[config.mk]
export PLATFORM = sky130hd
export DESIGN_NAME = x_convergence_check_flat
export DESIGN_NICKNAME = d
export VERILOG_FILES = /design/src/rtl/x_convergence_check_pkg.sv /design/src/rtl/x_convergence_check_if.sv /design/src/rtl/x_convergence_check_abs_diff_sat.sv /design/src/rtl/x_convergence_check.sv /design/src/flat_wrapper.sv
export SDC_FILE = /design/constraint.sdc
export NUM_CORES = 2
export LEC_CHECK = 0
export BUFFER_PORTS_ARGS = -buffer_cell sky130_fd_sc_hd__clkbuf_2
export CORE_AREA = 2 2 375 377
export CTS_BUF_LIST = sky130_fd_sc_hd__clkbuf_16
export DETAILED_ROUTE_END_ITERATION = 10
export DIE_AREA = 0 0 377 379
export PLACE_DENSITY = 0.5
export RECOVER_POWER = 50
export SLEW_MARGIN = 20
export SYNTH_ARGS = -nofsm -noshare
export SYNTH_HDL_FRONTEND = slang
export SYNTH_SLANG_ARGS = --single-unit
[constraint.sdc]
create_clock -name clk -period 21.4 [get_ports clk]
set_clock_uncertainty 0.05 [all_clocks]
set_input_delay 3.21 -clock clk [delete_from_list [all_inputs] [get_ports clk]]
set_output_delay 3.21 -clock clk [all_outputs]
set_load 0.01 [all_outputs]
[src/rtl/x_convergence_check_pkg.sv]
// rtl/x_convergence_check_pkg.sv - shared types, defaults and helpers for the convergence check
// Holds the FSM state encoding, default parameter values, the saturation
// constant for the default element width and the element slice helper.
package x_convergence_check_pkg;

    typedef enum logic [1:0] {
        ST_IDLE   = 2'd0,
        ST_SCAN   = 2'd1,
        ST_DECIDE = 2'd2
    } state_t;

    localparam int DEF_NUMBER_OF_EQUATIONS = 9;
    localparam int DEF_ELEMENT_WIDTH       = 32;
    localparam int DEF_STABLE_ITERATIONS   = 2;
    localparam int DEF_COUNTER_WIDTH       = 16;

    // Saturation value of an element-wide unsigned magnitude.
    localparam logic [DEF_ELEMENT_WIDTH-1:0] ELEMENT_ALL_ONES = '1;

    // Bit offset of element `index` inside a packed vector of `width`-bit elements.
    function automatic int element_lsb(input int index, input int width);
        return index * width;
    endfunction

endpackage

[src/rtl/x_convergence_check_if.sv]
// rtl/x_convergence_check_if.sv - signal bundle between the iteration datapath and the convergence check
// master: drives start/x_new/x_prev/tolerance, observes results.
// slave:  the check itself; drives busy, done, write-back strobe/data and results.
interface x_convergence_check_if #(
    parameter int number_of_equations_per_cluster = 9,
    parameter int element_width                   = 32,
    parameter int counter_width                   = 16
);
    localparam int VEC_W = number_of_equations_per_cluster * element_width;

    logic                     start;
    logic [VEC_W-1:0]         x_new;
    logic [VEC_W-1:0]         x_prev;
    logic [element_width-1:0] tolerance;
    logic                     busy;
    logic                     prev_write_enable;
    logic [VEC_W-1:0]         prev_write_data;
    logic                     done;
    logic                     converged;
    logic [element_width-1:0] max_diff;
    logic [counter_width-1:0] iteration_count;

    modport master (
        output start, x_new, x_prev, tolerance,
        input  busy, prev_write_enable, prev_write_data, done, converged, max_diff, iteration_count
    );

    modport slave (
        input  start, x_new, x_prev, tolerance,
        output busy, prev_write_enable, prev_write_data, done, converged, max_diff, iteration_count
    );

endinterface

[src/rtl/x_convergence_check_abs_diff_sat.sv]
// rtl/x_convergence_check_abs_diff_sat.sv - combinational saturated |a - b| of two signed elements
// Ports: a, b (signed two's complement, element_width bits) in;
//        abs_diff (unsigned, element_width bits) out.
module abs_diff_sat #(
    parameter int element_width = 32
) (
    input  logic [element_width-1:0] a,
    input  logic [element_width-1:0] b,
    output logic [element_width-1:0] abs_diff
);

    logic signed [element_width:0] diff;
    logic        [element_width:0] mag;

    // One extra bit keeps the subtraction exact for any pair of inputs.
    assign diff     = $signed({a[element_width-1], a}) - $signed({b[element_width-1], b});
    assign mag      = diff[element_width] ? -diff : diff;
    assign abs_diff = mag[element_width] ? '1 : mag[element_width-1:0];

endmodule

[src/rtl/x_convergence_check.sv]
// rtl/x_convergence_check.sv - max |x_new - x_prev| scan, tolerance decision and xKold_prev write-back
// Ports: clk, reset (sync, active-high); bus (slave modport) carrying
//        start/x_new/x_prev/tolerance in and busy/done/prev_write_enable/
//        prev_write_data/converged/max_diff/iteration_count out.
module x_convergence_check
    import x_convergence_check_pkg::*;
#(
    parameter int number_of_equations_per_cluster = DEF_NUMBER_OF_EQUATIONS,
    parameter int element_width                   = DEF_ELEMENT_WIDTH,
    parameter int stable_iterations               = DEF_STABLE_ITERATIONS,
    parameter int counter_width                   = DEF_COUNTER_WIDTH
) (
    input logic                  clk,
    input logic                  reset,
    x_convergence_check_if.slave bus
);

    localparam int N     = number_of_equations_per_cluster;
    localparam int W     = element_width;
    localparam int VEC_W = N * W;
    localparam int IDX_W = (N > 1) ? $clog2(N) : 1;
    localparam int SW    = $clog2(stable_iterations + 1);

    state_t           state, state_next;
    logic [IDX_W-1:0] idx;
    logic [VEC_W-1:0] new_snap;
    logic [VEC_W-1:0] prev_snap;
    logic [W-1:0]     tol_q;
    logic [W-1:0]     run_max;
    logic [W-1:0]     max_diff_q;
    logic [SW-1:0]    stable_cnt;
    logic             converged_q;
    logic [counter_width-1:0] iter_q;

    logic [W-1:0]     elem_new, elem_prev, elem_abs, final_max;
    logic [SW-1:0]    stable_next;
    logic             last_elem;
    int               elem_base;

    always_comb begin
        elem_base = element_lsb(int'(idx), W);
        elem_new  = new_snap[elem_base +: W];
        elem_prev = prev_snap[elem_base +: W];
    end

    abs_diff_sat #(.element_width(W)) u_abs_diff_sat (
        .a        (elem_new),
        .b        (elem_prev),
        .abs_diff (elem_abs)
    );

    // final_max already folds in the element being scanned this cycle, so the
    // last SCAN edge can publish results that are visible during DECIDE.
    assign last_elem = (idx == IDX_W'(N - 1));
    assign final_max = (elem_abs > run_max) ? elem_abs : run_max;

    always_comb begin
        stable_next = '0;
        if (final_max <= tol_q) begin
            stable_next = (stable_cnt >= SW'(stable_iterations)) ? stable_cnt : stable_cnt + SW'(1);
        end
    end

    always_ff @(posedge clk) begin
        if (reset) begin
            state <= ST_IDLE;
        end else begin
            state <= state_next;
        end
    end

    always_comb begin
        state_next = state;
        case (state)
            ST_IDLE:   if (bus.start) state_next = ST_SCAN;
            ST_SCAN:   if (last_elem) state_next = ST_DECIDE;
            ST_DECIDE: state_next = ST_IDLE;
            default:   state_next = ST_IDLE;
        endcase
    end

    always_ff @(posedge clk) begin
        if (reset) begin
            idx         <= '0;
            new_snap    <= '0;
            prev_snap   <= '0;
            tol_q       <= '0;
            run_max     <= '0;
            max_diff_q  <= '0;
            stable_cnt  <= '0;
            converged_q <= 1'b0;
            iter_q      <= '0;
        end else begin
            case (state)
                ST_IDLE: begin
                    if (bus.start) begin
                        new_snap  <= bus.x_new;
                        prev_snap <= bus.x_prev;
                        tol_q     <= bus.tolerance;
                        run_max   <= '0;
                        idx       <= '0;
                    end
                end
                ST_SCAN: begin
                    run_max <= final_max;
                    idx     <= idx + IDX_W'(1);
                    if (last_elem) begin
                        max_diff_q  <= final_max;
                        stable_cnt  <= stable_next;
                        converged_q <= (stable_next >= SW'(stable_iterations));
                        if (iter_q != '1) iter_q <= iter_q + counter_width'(1);
                    end
                end
                default: ;
            endcase
        end
    end

    assign bus.busy              = (state != ST_IDLE);
    assign bus.done              = (state == ST_DECIDE);
    assign bus.prev_write_enable = (state == ST_DECIDE);
    assign bus.prev_write_data   = new_snap;
    assign bus.converged         = converged_q;
    assign bus.max_diff          = max_diff_q;
    assign bus.iteration_count   = iter_q;

endmodule

[src/flat_wrapper.sv]
// flat-port wrapper written by rule: the top's interface ports become plain ports
module x_convergence_check_flat import x_convergence_check_pkg::*;
#(
    parameter int number_of_equations_per_cluster = DEF_NUMBER_OF_EQUATIONS,
    parameter int element_width                   = DEF_ELEMENT_WIDTH,
    parameter int stable_iterations               = DEF_STABLE_ITERATIONS,
    parameter int counter_width                   = DEF_COUNTER_WIDTH
)
  (clk, reset, bus_start, bus_x_new, bus_x_prev, bus_tolerance, bus_busy, bus_prev_write_enable, bus_prev_write_data, bus_done, bus_converged, bus_max_diff, bus_iteration_count);
  x_convergence_check_if #(.number_of_equations_per_cluster(number_of_equations_per_cluster), .element_width(element_width), .counter_width(counter_width)) bus_i ();
  input logic clk;
  input logic reset;
  input wire logic [$bits(bus_i.start)-1:0] bus_start;
  input wire logic [$bits(bus_i.x_new)-1:0] bus_x_new;
  input wire logic [$bits(bus_i.x_prev)-1:0] bus_x_prev;
  input wire logic [$bits(bus_i.tolerance)-1:0] bus_tolerance;
  output wire logic [$bits(bus_i.busy)-1:0] bus_busy;
  output wire logic [$bits(bus_i.prev_write_enable)-1:0] bus_prev_write_enable;
  output wire logic [$bits(bus_i.prev_write_data)-1:0] bus_prev_write_data;
  output wire logic [$bits(bus_i.done)-1:0] bus_done;
  output wire logic [$bits(bus_i.converged)-1:0] bus_converged;
  output wire logic [$bits(bus_i.max_diff)-1:0] bus_max_diff;
  output wire logic [$bits(bus_i.iteration_count)-1:0] bus_iteration_count;
  assign bus_i.start = bus_start;
  assign bus_i.x_new = bus_x_new;
  assign bus_i.x_prev = bus_x_prev;
  assign bus_i.tolerance = bus_tolerance;
  assign bus_busy = bus_i.busy;
  assign bus_prev_write_enable = bus_i.prev_write_enable;
  assign bus_prev_write_data = bus_i.prev_write_data;
  assign bus_done = bus_i.done;
  assign bus_converged = bus_i.converged;
  assign bus_max_diff = bus_i.max_diff;
  assign bus_iteration_count = bus_i.iteration_count;
  x_convergence_check #(.number_of_equations_per_cluster(number_of_equations_per_cluster), .element_width(element_width), .stable_iterations(stable_iterations), .counter_width(counter_width)) u_core (.clk(clk), .reset(reset), .bus(bus_i));
endmodule
==> impl_results.md <==
* Status: complete, but fails checks
* Failing checks: max-capacitance violations, max-slew violations
* CTS Buf Count at 85
* # setup viols final at 0
* Residual DRC at 0
* Seq cells post-synth at 696
* Routed WL at 178,000 um
* CTS sink count at 696
* Post-cts resize count at 0
* Max Fclk at 73.7 MHz
* Total track usage at 0.238
* Syn Inst Count at 4,226
* Vias per cell at 5.01
* Layout Utilization at 0.304
* Reg-to-reg setup timing slack at 10.42 ns
* CTS tree: done
* Post-CTS Setup Repair Bufs at 0
* Detail Route Antenna Nets at 0
* Final cell count without fillers at 6,865
* First-pass GRT wire length at 244,000 um
* RSZ-0062 raised after global routing: false
* Most frequent cells in the layout: nand2_1, a21oi_1, dfxtp_1, clkbuf_2, clkbuf_1
* Clk pwr share at 0.304
* Reg2reg end: u_core.stable_cnt[0]
* Final hold violation count at 0
* VDD IR max at 0.0000676 V
* Synth Cell Area at approximately 34,000 um^2
* Reg-to-Reg Start: u_core.idx[0]
* P_sw at 1.84 mW
* Setup CP Type: in -> reg
* Area fraction of the dominant cell type after synthesis at 0.410
* Slew Limit Fails at between 500 and 600
* Synthesized Nets at 4,940
* Unique masters post-synth at 80
* CP startpoint: reset
* Clk_lat worst skew at ~0.72 ns
* Core area at approximately 140,000 um^2
* Initial Utilization at 0.244
* I/O pin count at 951
* Antenna violations before repair at 46
* Power Dens Cells at 109 nW/um^2
* Slew @ Worst Pin at between 6 and 7 ns
* Switching part of the total power at 0.397
* Startpoint types: primary input
* Crit path to: u_core.bus.converged
* Nets at 5,685
* Final cycle utilization of the critical path at 0.634
* Crit path arrival time at between 10 and 15 ns
* Root buffer cell: clkbuf_16
* Top cells by area, synth: dfxtp_1, nand2_1, a21oi_1
* P_leak at 16.5 nW
* Die height at between 300 and 400 um
* Vias at between 30,000 and 40,000
* Hold crit path type: reg -> reg
* Worst path required time at 21.80 ns
* RD Place Congestion at 0.937
* Gr ovfl total at 0
* Hold-fix buffers, CTS at 0
* Initial drt markers at ~3,000
* Min Tclk post-route at between 10 and 15 ns
* Ys flop type: dfxtp_1
* Post-synth EDFFs at 0
* Horiz. Die Dim at 377 um
* H-tree depth at 3
* Post-placement cell count at 6,691
* Max Root-Sink Buffers at 3
* Comb pwr share at 0.378
* Routed len/inst at 25.9 um
* Worst reg2reg path depth at 37
* Area grow syn2layout at 24.6%
* Avg Cell Area, Syn at 8.03 um^2
* Detail Placement HPWL at ~140,000 um
* Most common cell after layout, fill and taps aside: nand2_1
* Vias in the first global route at 32,200
* Share of cells above drive strength 1 at 0.185
* Endpoint class of the critical path: flip-flop
* Synth area leader: dfxtp_1
* Register area share after synthesis at 0.410
* Worst rel slew slack at -3.24
* Largest net degree at the start of global routing at approximately 200
* Share of power burned in registers at 0.318
* Die Area at 143,000 um^2
* CTS clk-pin slew, worst paths at about 0.05 ns
* Yosys warning total at 0
* Detailed Routing Iterations Pass 1 at 6
* Max Cap Violations at 6
* Internal power at between 2 and 3 mW
* Maximum fanout along the worst path at 129
* Async SR Flop Fraction at 0
* Setup_tns at 0 ns
* IO buf count at between 900 and 1,000
* Row cnt at 137
critical path, stage by stage:
cell and delay (ns):
clkbuf_1 4.36, clkbuf_1 2.76, clkbuf_1 2.87, nor2_1 0.26, nand2_1 0.21, o41ai_1 0.09
power by group through the flow:
| stage | clock (mW) | sequential [mW] | combinational (mW) |
|---|---|---|---|
| 2_1_floorplan | 0 | 1.47 | 1.15 |
| 3_3_place_gp | 0 | 1.49 | 1.74 |
| 3_5_place_dp | 0 | 1.49 | 1.74 |
| 4_1_cts | 1.44 | 1.47 | 1.75 |
| 5_1_grt | 1.49 | 1.48 | 1.93 |
| 6_report | 1.41 | 1.47 | 1.75 |
sequential cells by signal, summed over array words and instances (netlist names):
| register | count |
|---|---|
| u_core.stable_cnt | 1 |
| u_core.prev_snap | 288 |
| u_core.state | 2 |
| u_core.tol_q | 32 |
| u_core.bus.prev_write_data | 288 |
| u_core.bus.iteration_count | 16 |
| u_core.bus.max_diff | 32 |
| u_core.idx | 4 |
| u_core.bus.converged | 1 |
| u_core.run_max | 32 |
layout make-up:
type / count / area, um^2
Antenna cell: 20 / 50.0
Clock buffer: 86 / 2150
Clock inverter: 68 / 500
Fill cell: 15300 / 96600
Inverter: 86 / 323
Multi-Input combinational cell: 3120 / 18400
Sequential cell: 696 / 13900
Tap cell: 1807 / 2260
Timing Repair Buffer: 982 / 4610
worst min path at each step:
stage / cells after the start / from / end / slack [ns]
3_3_place_gp: 2 / u_core.stable_cnt[0] / u_core.stable_cnt[0] / 0.38
4_1_cts: 2 / u_core.prev_snap[207] / u_core.prev_snap[207] / 0.40
5_1_grt: 2 / u_core.prev_snap[209] / u_core.prev_snap[209] / 0.41
6_report: 2 / u_core.stable_cnt[0] / u_core.stable_cnt[0] / 0.40
2_1_floorplan: 2 / u_core.stable_cnt[0] / u_core.stable_cnt[0] / 0.37
3_5_place_dp: 2 / u_core.stable_cnt[0] / u_core.stable_cnt[0] / 0.39
cell usage after synthesis, drive strengths merged (4+ instances only):
library cell,n
a2111oi,9
a211o,5
a211oi,14
a21o,48
a21oi,755
a221oi,27
a31oi,28
and2,16
and3,12
and4,9
buf,49
clkbuf,275
dfxtp,696
ha,102
inv,86
mux2i,65
mux4,128
nand2,1337
nand2b,11
nand3,48
nand4,35
nor2,149
nor2b,13
nor3,27
nor3b,5
o211ai,8
o21a,15
o21ai,81
o21ba,6
o21bai,25
o31ai,7
o41ai,4
or2,7
or3,13
or4,6
xnor2,31
xor2,26
routing by layer:
layer / up-vias / wire [um] / track usage
met2: 1276 / 81200 / 0.378
met1: 16800 / 78500 / 0.325
met5: - / 198 / 0
met3: 208 / 13800 / 0.0547
li1: 16000 / - / -
met4: 30 / 3980 / 0.0568
cells by family after synthesis:
group,share of synthesized area
buf+inv,0.0471
xor+xnor,0.0147
compound gates,0.181
mux,0.105
simple gates,0.203
fa+ha+maj,0.0382
flops,0.410
per-stage QoR:
step / hold slack, ns / worst slack, ns / area, um^2 / total power, mW
finish: 0.399 / 7.83 / 42300 / 4.63
global route: 0.414 / 7.14 / 42200 / 4.90
CTS: 0.401 / 10.47 / 42700 / 4.65
detailed placement: 0.389 / 10.53 / 40000 / 3.23
global placement: 0.385 / 10.27 / 40000 / 3.24
floorplan: 0.370 / 12.14 / 33900 / 2.62
Power figures use the tool's default switching activity.
